[src/rtl/als_avg_filter_pkg.sv]
// rtl/als_avg_filter_pkg.sv - shared constants and FSM encoding for the ALS averaging filter
package als_avg_filter_pkg;

  localparam int ALS_DATA_W  = 8;
  localparam int LOW_TH_DEF  = 50;
  localparam int HIGH_TH_DEF = 70;

  typedef enum logic [1:0] {
    ST_IDLE   = 2'd0,
    ST_READ   = 2'd1,
    ST_UPDATE = 2'd2,
    ST_OUT    = 2'd3
  } als_state_e;

endpackage

[src/rtl/als_ring_buf.sv]
// rtl/als_ring_buf.sv - DEPTH x 8 sample ring with synchronous read of the oldest entry
module als_ring_buf
  import als_avg_filter_pkg::*;
#(
  parameter int LOG2_N = 2
) (
  input  logic                  clk,
  input  logic                  reset,
  input  logic                  rd_en,
  output logic [ALS_DATA_W-1:0] rd_data,
  input  logic                  wr_en,
  input  logic [ALS_DATA_W-1:0] wr_data
);

  localparam int DEPTH = 1 << LOG2_N;

  logic [ALS_DATA_W-1:0] mem [DEPTH];
  logic [LOG2_N-1:0]     wptr;

  // The write pointer always addresses the oldest entry, so reads and writes share it.
  always_ff @(posedge clk) begin
    if (!reset) begin
      for (int i = 0; i < DEPTH; i++) mem[i] <= '0;
      wptr    <= '0;
      rd_data <= '0;
    end else begin
      if (rd_en) rd_data <= mem[wptr];
      if (wr_en) begin
        mem[wptr] <= wr_data;
        if (wptr == LOG2_N'(DEPTH - 1)) wptr <= '0;
        else                            wptr <= wptr + 1'b1;
      end
    end
  end

endmodule

[src/rtl/als_avg_filter.sv]
// rtl/als_avg_filter.sv - PmodALS sample capture, moving average and hysteresis dark flag
module als_avg_filter
  import als_avg_filter_pkg::*;
#(
  parameter int LOG2_N  = 2,
  parameter int LOW_TH  = LOW_TH_DEF,
  parameter int HIGH_TH = HIGH_TH_DEF
) (
  input  logic                  clk,
  input  logic                  reset,
  input  logic [ALS_DATA_W-1:0] data,
  input  logic                  read_flag,
  output logic [ALS_DATA_W-1:0] avg,
  output logic                  avg_valid,
  output logic                  dark,
  output logic                  filled,
  output logic                  overrun
);

  localparam int SUM_W = ALS_DATA_W + LOG2_N;
  localparam int DEPTH = 1 << LOG2_N;
  localparam logic [LOG2_N:0]       DEPTH_CNT = (LOG2_N + 1)'(DEPTH);
  localparam logic [ALS_DATA_W-1:0] LOW_Q     = ALS_DATA_W'(LOW_TH);
  localparam logic [ALS_DATA_W-1:0] HIGH_Q    = ALS_DATA_W'(HIGH_TH);

  als_state_e state, state_nxt;

  logic                  s1, s2, d;
  logic                  sample_edge;
  logic [ALS_DATA_W-1:0] sample_q;
  logic [ALS_DATA_W-1:0] oldest;
  logic [SUM_W-1:0]      sum, sum_nxt;
  logic [ALS_DATA_W-1:0] avg_nxt;
  logic [LOG2_N:0]       fill_cnt, fill_nxt;
  logic                  do_capture, do_read, do_update;

  // Flops reset high so a read_flag already idle at reset release is not seen as a rise.
  always_ff @(posedge clk) begin
    if (!reset) begin
      s1 <= 1'b1;
      s2 <= 1'b1;
      d  <= 1'b1;
    end else begin
      s1 <= read_flag;
      s2 <= s1;
      d  <= s2;
    end
  end

  assign sample_edge = s2 & ~d;

  always_ff @(posedge clk) begin
    if (!reset) state <= ST_IDLE;
    else        state <= state_nxt;
  end

  always_comb begin
    state_nxt  = state;
    do_capture = 1'b0;
    do_read    = 1'b0;
    do_update  = 1'b0;
    case (state)
      ST_IDLE: begin
        if (sample_edge) begin
          do_capture = 1'b1;
          state_nxt  = ST_READ;
        end
      end
      ST_READ: begin
        do_read   = 1'b1;
        state_nxt = ST_UPDATE;
      end
      ST_UPDATE: begin
        do_update = 1'b1;
        state_nxt = ST_OUT;
      end
      ST_OUT:  state_nxt = ST_IDLE;
      default: state_nxt = ST_IDLE;
    endcase
  end

  als_ring_buf #(.LOG2_N(LOG2_N)) u_ring (
    .clk     (clk),
    .reset   (reset),
    .rd_en   (do_read),
    .rd_data (oldest),
    .wr_en   (do_update),
    .wr_data (sample_q)
  );

  // Sum is wide enough for DEPTH full-scale samples, so wrap-around never occurs.
  assign sum_nxt  = sum + SUM_W'(sample_q) - SUM_W'(oldest);
  assign avg_nxt  = ALS_DATA_W'(sum_nxt >> LOG2_N);
  assign fill_nxt = (fill_cnt == DEPTH_CNT) ? fill_cnt : fill_cnt + 1'b1;

  // avg, dark and filled are registered on entry to OUT so they line up with the strobe.
  always_ff @(posedge clk) begin
    if (!reset) begin
      sample_q  <= '0;
      sum       <= '0;
      fill_cnt  <= '0;
      avg       <= '0;
      avg_valid <= 1'b0;
      dark      <= 1'b0;
      filled    <= 1'b0;
      overrun   <= 1'b0;
    end else begin
      avg_valid <= 1'b0;
      if (do_capture) sample_q <= data;
      if (sample_edge && state != ST_IDLE) overrun <= 1'b1;
      if (do_update) begin
        sum       <= sum_nxt;
        fill_cnt  <= fill_nxt;
        avg       <= avg_nxt;
        avg_valid <= 1'b1;
        if (fill_nxt == DEPTH_CNT) filled <= 1'b1;
        if (avg_nxt < LOW_Q)       dark   <= 1'b1;
        else if (avg_nxt > HIGH_Q) dark   <= 1'b0;
      end
    end
  end

endmodule

[config.mk]
export PLATFORM = sky130hd
export DESIGN_NAME = als_avg_filter
export DESIGN_NICKNAME = d
export VERILOG_FILES = /design/src/rtl/als_avg_filter_pkg.sv /design/src/rtl/als_ring_buf.sv /design/src/rtl/als_avg_filter.sv
export SDC_FILE = /design/constraint.sdc
export NUM_CORES = 1
export LEC_CHECK = 0
export CORE_MARGIN = 4
export CORE_UTILIZATION = 59
export DETAILED_ROUTE_END_ITERATION = 8
export MAX_ROUTING_LAYER = met4
export PLACE_DENSITY_LB_ADDON = 0.05
export SETUP_SLACK_MARGIN = 0.15
export SLEW_MARGIN = 30
export SYNTH_ARGS = -nofsm -noshare
export SYNTH_HDL_FRONTEND = slang
export SYNTH_SLANG_ARGS = --single-unit
[constraint.sdc]
create_clock -name clk -period 3.6 [get_ports clk]
set_clock_uncertainty 0.05 [all_clocks]
set_input_delay 0.72 -clock clk [delete_from_list [all_inputs] [get_ports clk]]
set_output_delay 0.72 -clock clk [all_outputs]
set_load 0.02 [all_outputs]
Word level (Yosys, flattened, before mapping):

Memories as Yosys holds them, arrays and structs flattened. A register that Yosys moved wholly into a read port is not among the register bits.
Index checks and enable logic that the tools add are counted.

* register bits after elaboration: 40
* memory bits (writable): 32
* bits of input ports: 11
* output and inout port bits: 12
* word-level logic and storage cells: 54
* memories kept: 1

Memories
* u_ring.mem: depth 4, bits a word 8, rd ports 1, clocked after memory_dff 1, write ports 4, RTL line als_ring_buf.sv:17 `logic [ALS_DATA_W-1:0] mem [DEPTH];`

* add/sub/neg operators: 4
* magnitude comparators: 2
* equal/unequal tests: 7
* muxes and demuxes: 17
* bitwise operators: 2
* reductions and logical operators: 8

Operator list (number)
* two-way mux 1 bit: 11
* adder 10 x 8 -> 10 bit: 1
* subtractor 10 x 8 -> 10 bit: 1
* greater-than comparator 8 x 7 -> 1 bit (second input constant): 1
* < comparator 8 x 6 -> 1 bit (second input constant): 1
* two-way mux 8 bit: 1
* case mux 2 bit (4 select lines): 1
* OR reduction 8 bit: 1
* == test 2 bit (second input constant): 3
* == test 3 bit (second input constant): 2
* two-way mux 2 bit: 3
* AND reduction 2 bit: 2
* nonzero test 2 bit: 2
* adder 3 x 1 -> 3 bit (second input constant): 1
* two-way mux 3 bit: 1
* adder 2 x 1 -> 2 bit (second input constant): 1
* == test 2 x 1 -> 1 bit (second input constant): 1
* logical NOT 2 bit: 1
* != test 2 bit (second input constant): 1
* bitwise AND 1 bit: 1
* logical AND 1 bit: 1
* logical NOT 1 bit: 1
* NOT 1 bit: 1

Logic depth before layout (Yosys ltp):

* word-level depth: 7
* gate-level depth with buffers: 13

Cells and area by module:

Synthesis repeated with hierarchy kept, for this count alone.

* cell total of the unflattened synthesis: 369
* area, all modules: 3853.7 µm²

By module, submodules not included
* als_avg_filter: times used 1, cells each 237, area an instance 2008.2 µm²
* als_ring_buf: times used 1, cells each 132, area an instance 1845.5 µm²

Least setup slack after synthesis:

No wires, ideal clock.

* path kind: reg-to-reg
* start point: reg, netlist name avg[2]
* end point: reg dark
* library setup time: 0.115 ns
* arrival time: 2.475 ns
* required time: 3.435 ns
* slack: 0.960 ns
* stages on the path, launching flop included: 13
* path buffers: 1
* clock period less this slack: 2.640 ns
* path through: dfxtp_1 > inv_1 > fa_1 > inv_1 > ha_1 > buf_2 > a21oi_1 > o211ai_2 > a21o_1 > a21oi_1 > xnor2_1 > o31ai_2 > a31o_1

RTL lines
* end signal, assigned: RTL line als_avg_filter.sv:104 `dark <= 1'b0;`
* end signal, assigned: RTL line als_avg_filter.sv:117 `if (avg_nxt < LOW_Q) dark <= 1'b1;`
* end signal, assigned: RTL line als_avg_filter.sv:118 `else if (avg_nxt > HIGH_Q) dark <= 1'b0;`
* end, declared: RTL line als_avg_filter.sv:15 `output logic dark,`

Final worst setup path:

* start point: reg sample_q[1]
* end point: reg dark

* cells in the longest elaborated chain, start to end: 5
* elaborated cells on any way between the ends: 7
* classes of those cells: 2 x add/sub; 2 x order compare; 1 x mux; 2 x reduce/logical

Ends and longest elaborated chain
* start, declared: RTL line als_avg_filter.sv:30 `logic [ALS_DATA_W-1:0] sample_q;`
* start signal, assigned: RTL line als_avg_filter.sv:109 `if (do_capture) sample_q <= data;`
* adder 10 x 8 -> 10 bit *: RTL line als_avg_filter.sv:92 `assign sum_nxt = sum + SUM_W'(sample_q) - SUM_W'(oldest);`
* subtractor 10 x 8 -> 10 bit *: RTL line als_avg_filter.sv:92
* < comparator 8 x 6 -> 1 bit / greater-than comparator 8 x 7 -> 1 bit (equally long branches): RTL line als_avg_filter.sv:117, als_avg_filter.sv:118
* nonzero test 2 bit (no line)
* AND reduction 2 bit (no line)

Mark *: on every way between the ends. The rest lies on a longest branch, timed or not.
A chain may end at the register's enable or synchronous reset.

==> qor_table.md <==
| Item | Value |
|:---|:---|
| Slew at the pin closest to its max-slew limit | 0.546 ns |
| Number of enable-type register cells in the synthesized netlist | 32 |
| Number of nets produced by synthesis | 390 |
| Total vias in the final route | 2,431 |
| Max-slew headroom at the worst pin | 0.636 |
| Fraction of final layout cells with drive strength greater than 1 | 0.0938 |
| Initial cell density of the core | 0.603 |
| Mapped Cells | 355 |
| Overall Global Routing Usage | 0.192 |
| Cells along the critical path | inv_1 -> fa_1 -> inv_1 -> ha_1 -> a21oi_1 -> o21bai_1 -> nor3_1 -> a31oi_1 -> o311a_1 -> o31ai_2 -> a31o_1 |
| CP bufs+invs | 2 |
| Time the worst path needs with I/O delays and setup | 2.91 ns |
| Relative contribution of sequential cells to total power | 0.379 |
| Chip height | 88.4 um |
| Setup Crit Path Kind | flip-flop to flip-flop |
| Vias in the first global route | 2,293 |
| Grt total ovfl | 0 |
| Final-stage net count | 403 |
| Worst-skew pair later-pin latency | 0.34 ns |
| Slowest cell delay on critical path | 0.59 ns |
| Cell with the largest stage delay on the worst path | sky130_fd_sc_hd__fa_1 |
| Leakage power | 1.56 nW |
| Clock transition time at the flip-flop clock pins of the worst setup and hold paths | 0.08 ns |
| Top achievable clock speed | 344 MHz |
| Post-CTS sizing | 0 |
| Clock network fraction of total power | 0.259 |
| Switching share of total power | 0.341 |
| Wire length of the first global-routing pass | 11,100 um |
| Total clock buffers created by CTS | 9 |
| Share of the synthesized area in the top cell type | 0.252 |
| Outcome | finished, final reports clean |
| Internal | 0.00164 W |
| Number of cells on the critical path | 11 |
| Average vias per placed instance | 5.40 |
| Top-Level Pins | 23 |
| Antenna cells | 0 |
| Placed cells | 434 |
| Filler-free cell count of the finished design | 450 |
| Number of levels in the clock H-tree | 3 |
| Total core area | 6310 sq um |
| Count of final setup violators | 0 |
| Maximum number of pins on one net before global-route repair | 46 |
| Detailed Routing Iterations Pass 1 | 5 |
| Post-route fraction of the period consumed by the critical path | 0.808 |
| Number of I/O port buffers | 22 |
| Element type at the critical path end | flip-flop |
| Placed cell area | 4020 sq um |
| Most frequent cells in the layout | sky130_fd_sc_hd__inv_1 (42), sky130_fd_sc_hd__dfxtp_1 (40), sky130_fd_sc_hd__edfxtp_1 (32), sky130_fd_sc_hd__clkdlybuf4s50_1 (22), sky130_fd_sc_hd__nor2b_1 (21) |
| Count of unresolved DRC violations after routing | 0 |
| GPL Wtd Cong | 0.884 |
| Post-CTS setup-driven buffer insertion count | 0 |
| Comb power frac | 0.362 |
| Layout overhead on the synthesized area | 10.9% |
| Unrepaired setup endpoints after global routing | false |
| Initial antenna violation count | 0 |
| Number of distinct library cells after synthesis | 42 |
| Horizontal die dimension | 88.4 um |
| Floorplan die area | 7810 sq um |
| Flop and latch count out of synthesis | 72 |
| Final ANT Viol Nets | 0 |
| Cell chosen for the clock root | sky130_fd_sc_hd__clkbuf_8 |
| P per Cell Area | 590 nW/um^2 |
| Final hold vios | 0 |
| Crit path required time | 3.84 ns |
| Iter 0 DRT Violations | 147 |
| Post-synthesis async set-or-reset flop share | 0 |
| Clock Sink Count | 72 |
| Leading cell type in the layout, fill and taps excluded | sky130_fd_sc_hd__inv_1 |
| Cell family with most CP delay | compound AO/OA/AOI/OAI gates |
| Half-perimeter wire length of the detailed placement result | 4750 um |
| Post-Synthesis Mean Instance Area | 10.7 sq um |
| Fin util | 0.669 |
| Maximum VDD drop | 0.467 mV |
| R2R depth | 11 |
| Total wire length | 6470 um |
| Hold-fix buffers at CTS | 0 |
| Bufs on Longest Clock Path | 2 |
| Final number of max-transition violations | 0 |
| Most numerous cell on the critical path | sky130_fd_sc_hd__inv_1 |
| Setup Total Neg Slack | 0 ns |
| Reported max-cap violation count | 0 |
| Number of cells traversed by the worst hold path | 1 |
| Yosys top cell by area | sky130_fd_sc_hd__edfxtp_1 |
| TritonCTS clock tree | built |
| Worst hold-check path type | flip-flop to flip-flop |
| Cell area after layout | 4230 sq um |
| Prevailing post-synth register cell | sky130_fd_sc_hd__dfxtp_1 |
| Leading cell types by total area after synthesis | sky130_fd_sc_hd__edfxtp_1 (25%), sky130_fd_sc_hd__dfxtp_1 (21%), sky130_fd_sc_hd__ha_1 (5.3%), sky130_fd_sc_hd__mux2i_1 (5.3%), sky130_fd_sc_hd__mux4_2 (4.7%) |
| Sequential element share of the synthesized area | 0.462 |
| Maximum fanout along the worst path | 4 |
| Startpoint Class | flip-flop |
| Total standard cell area after synthesis | 3810 sq um |
| Net Switching | 0.000849 W |
| Site Rows | 29 |
| Total chip power | 0.00249 W |
| Count of synthesis-stage warnings from yosys | 0 |
| Critical path data arrival time | 3.15 ns |
| DR WL/cell | 14.4 um |
## metal layers
metal	up-vias	wire length (um)	GRT usage
met4	0	130	0.0810
met3	13	200	0.0326
met5	-	0	-
met1	1158	3050	0.261
met2	38	3090	0.285
li1	1222	-	-
## layout make-up
cell class / instances / area (sq um)
clock buffers: 9 / 124
clock inverters: 7 / 80.1
fillers: 521 / 2090
inverters: 42 / 158
multi-input cells: 214 / 1730
flip-flops and latches: 72 / 1760
well taps: 77 / 96.3
repair buffers: 29 / 273
## cells in the mapped netlist (2+ instances only)
master / number
sky130_fd_sc_hd__nor4_1: 7
sky130_fd_sc_hd__nor2_1: 12
sky130_fd_sc_hd__nand2b_1: 8
sky130_fd_sc_hd__nand3_1: 15
sky130_fd_sc_hd__edfxtp_1: 32
sky130_fd_sc_hd__o21a_1: 4
sky130_fd_sc_hd__a21boi_0: 9
sky130_fd_sc_hd__dfxtp_1: 40
sky130_fd_sc_hd__buf_2: 3
sky130_fd_sc_hd__nor3_1: 3
sky130_fd_sc_hd__nand2_1: 19
sky130_fd_sc_hd__and3_1: 2
sky130_fd_sc_hd__nor3b_1: 4
sky130_fd_sc_hd__mux2i_1: 20
sky130_fd_sc_hd__ha_1: 16
sky130_fd_sc_hd__o21ai_0: 3
sky130_fd_sc_hd__inv_1: 42
sky130_fd_sc_hd__buf_6: 2
sky130_fd_sc_hd__fa_1: 8
sky130_fd_sc_hd__buf_4: 10
sky130_fd_sc_hd__a31oi_1: 4
sky130_fd_sc_hd__and2_1: 18
sky130_fd_sc_hd__mux4_2: 8
sky130_fd_sc_hd__nor2b_1: 21
sky130_fd_sc_hd__xnor2_1: 7
sky130_fd_sc_hd__a21oi_1: 8
sky130_fd_sc_hd__a21o_1: 2
sky130_fd_sc_hd__clkbuf_1: 12
sky130_fd_sc_hd__xor2_1: 3
## kinds of logic after synthesis
logic type,count (synthesis),share of synthesized area
flops,72,0.462
xor+xnor,10,0.0230
buf+inv,69,0.0828
simple gates,112,0.162
fa+ha+maj,24,0.0946
mux,28,0.0998
compound gates,40,0.0755
## path summary, 6_finish.rpt
check / from / to / slack (ns)
worst max-delay path: sample_q[1]$_SDFFE_PN0P_ / dark$_SDFFE_PN0P_ / 0.69
worst min-delay path: s1$_SDFF_PN1_ / s2$_SDFF_PN1_ / 0.37
worst max register to register: sample_q[1]$_SDFFE_PN0P_ / dark$_SDFFE_PN0P_ / 0.69
worst min register to register: s1$_SDFF_PN1_ / s2$_SDFF_PN1_ / 0.37
## worst reg2reg max path, cell delays in order, from the launching register on
cell and delay, ns:
sky130_fd_sc_hd__dfxtp_1 0.35, sky130_fd_sc_hd__inv_1 0.10, sky130_fd_sc_hd__fa_1 0.59, sky130_fd_sc_hd__inv_1 0.06, sky130_fd_sc_hd__ha_1 0.29, sky130_fd_sc_hd__a21oi_1 0.27
sky130_fd_sc_hd__o21bai_1 0.16, sky130_fd_sc_hd__nor3_1 0.19, sky130_fd_sc_hd__a31oi_1 0.06, sky130_fd_sc_hd__o311a_1 0.36, sky130_fd_sc_hd__o31ai_2 0.20, sky130_fd_sc_hd__a31o_1 0.17
## through the flow
step           setup WS [ns]  hold slack (ns)
2_1_floorplan          0.960            0.336
3_3_place_gp           0.754            0.357
3_5_place_dp           0.718            0.350
4_1_cts                0.708            0.373
5_1_grt                0.528            0.388
6_report               0.690            0.366
## power by group through the flow
stage	Combinational, W	Sequential [W]	Clock (W)
after global placement	0.000890	0.000962	0
after floorplan	0.000747	0.000953	0
after global routing	0.000992	0.000953	0.000703
after detailed placement	0.000901	0.000964	0
after CTS	0.000906	0.000946	0.000661
final	0.000902	0.000945	0.000645
## registers in the layout (all words and copies together) (netlist names)
signal,count
state,2
sum,2
u_ring.rd_data,8
dark,1
d,1
s2,1
filled,1
fill_cnt,3
sample_q,8
s1,1
u_ring.mem,32
avg,8
avg_valid,1
overrun,1
u_ring.wptr,2
Power figures use the tool's default switching activity.
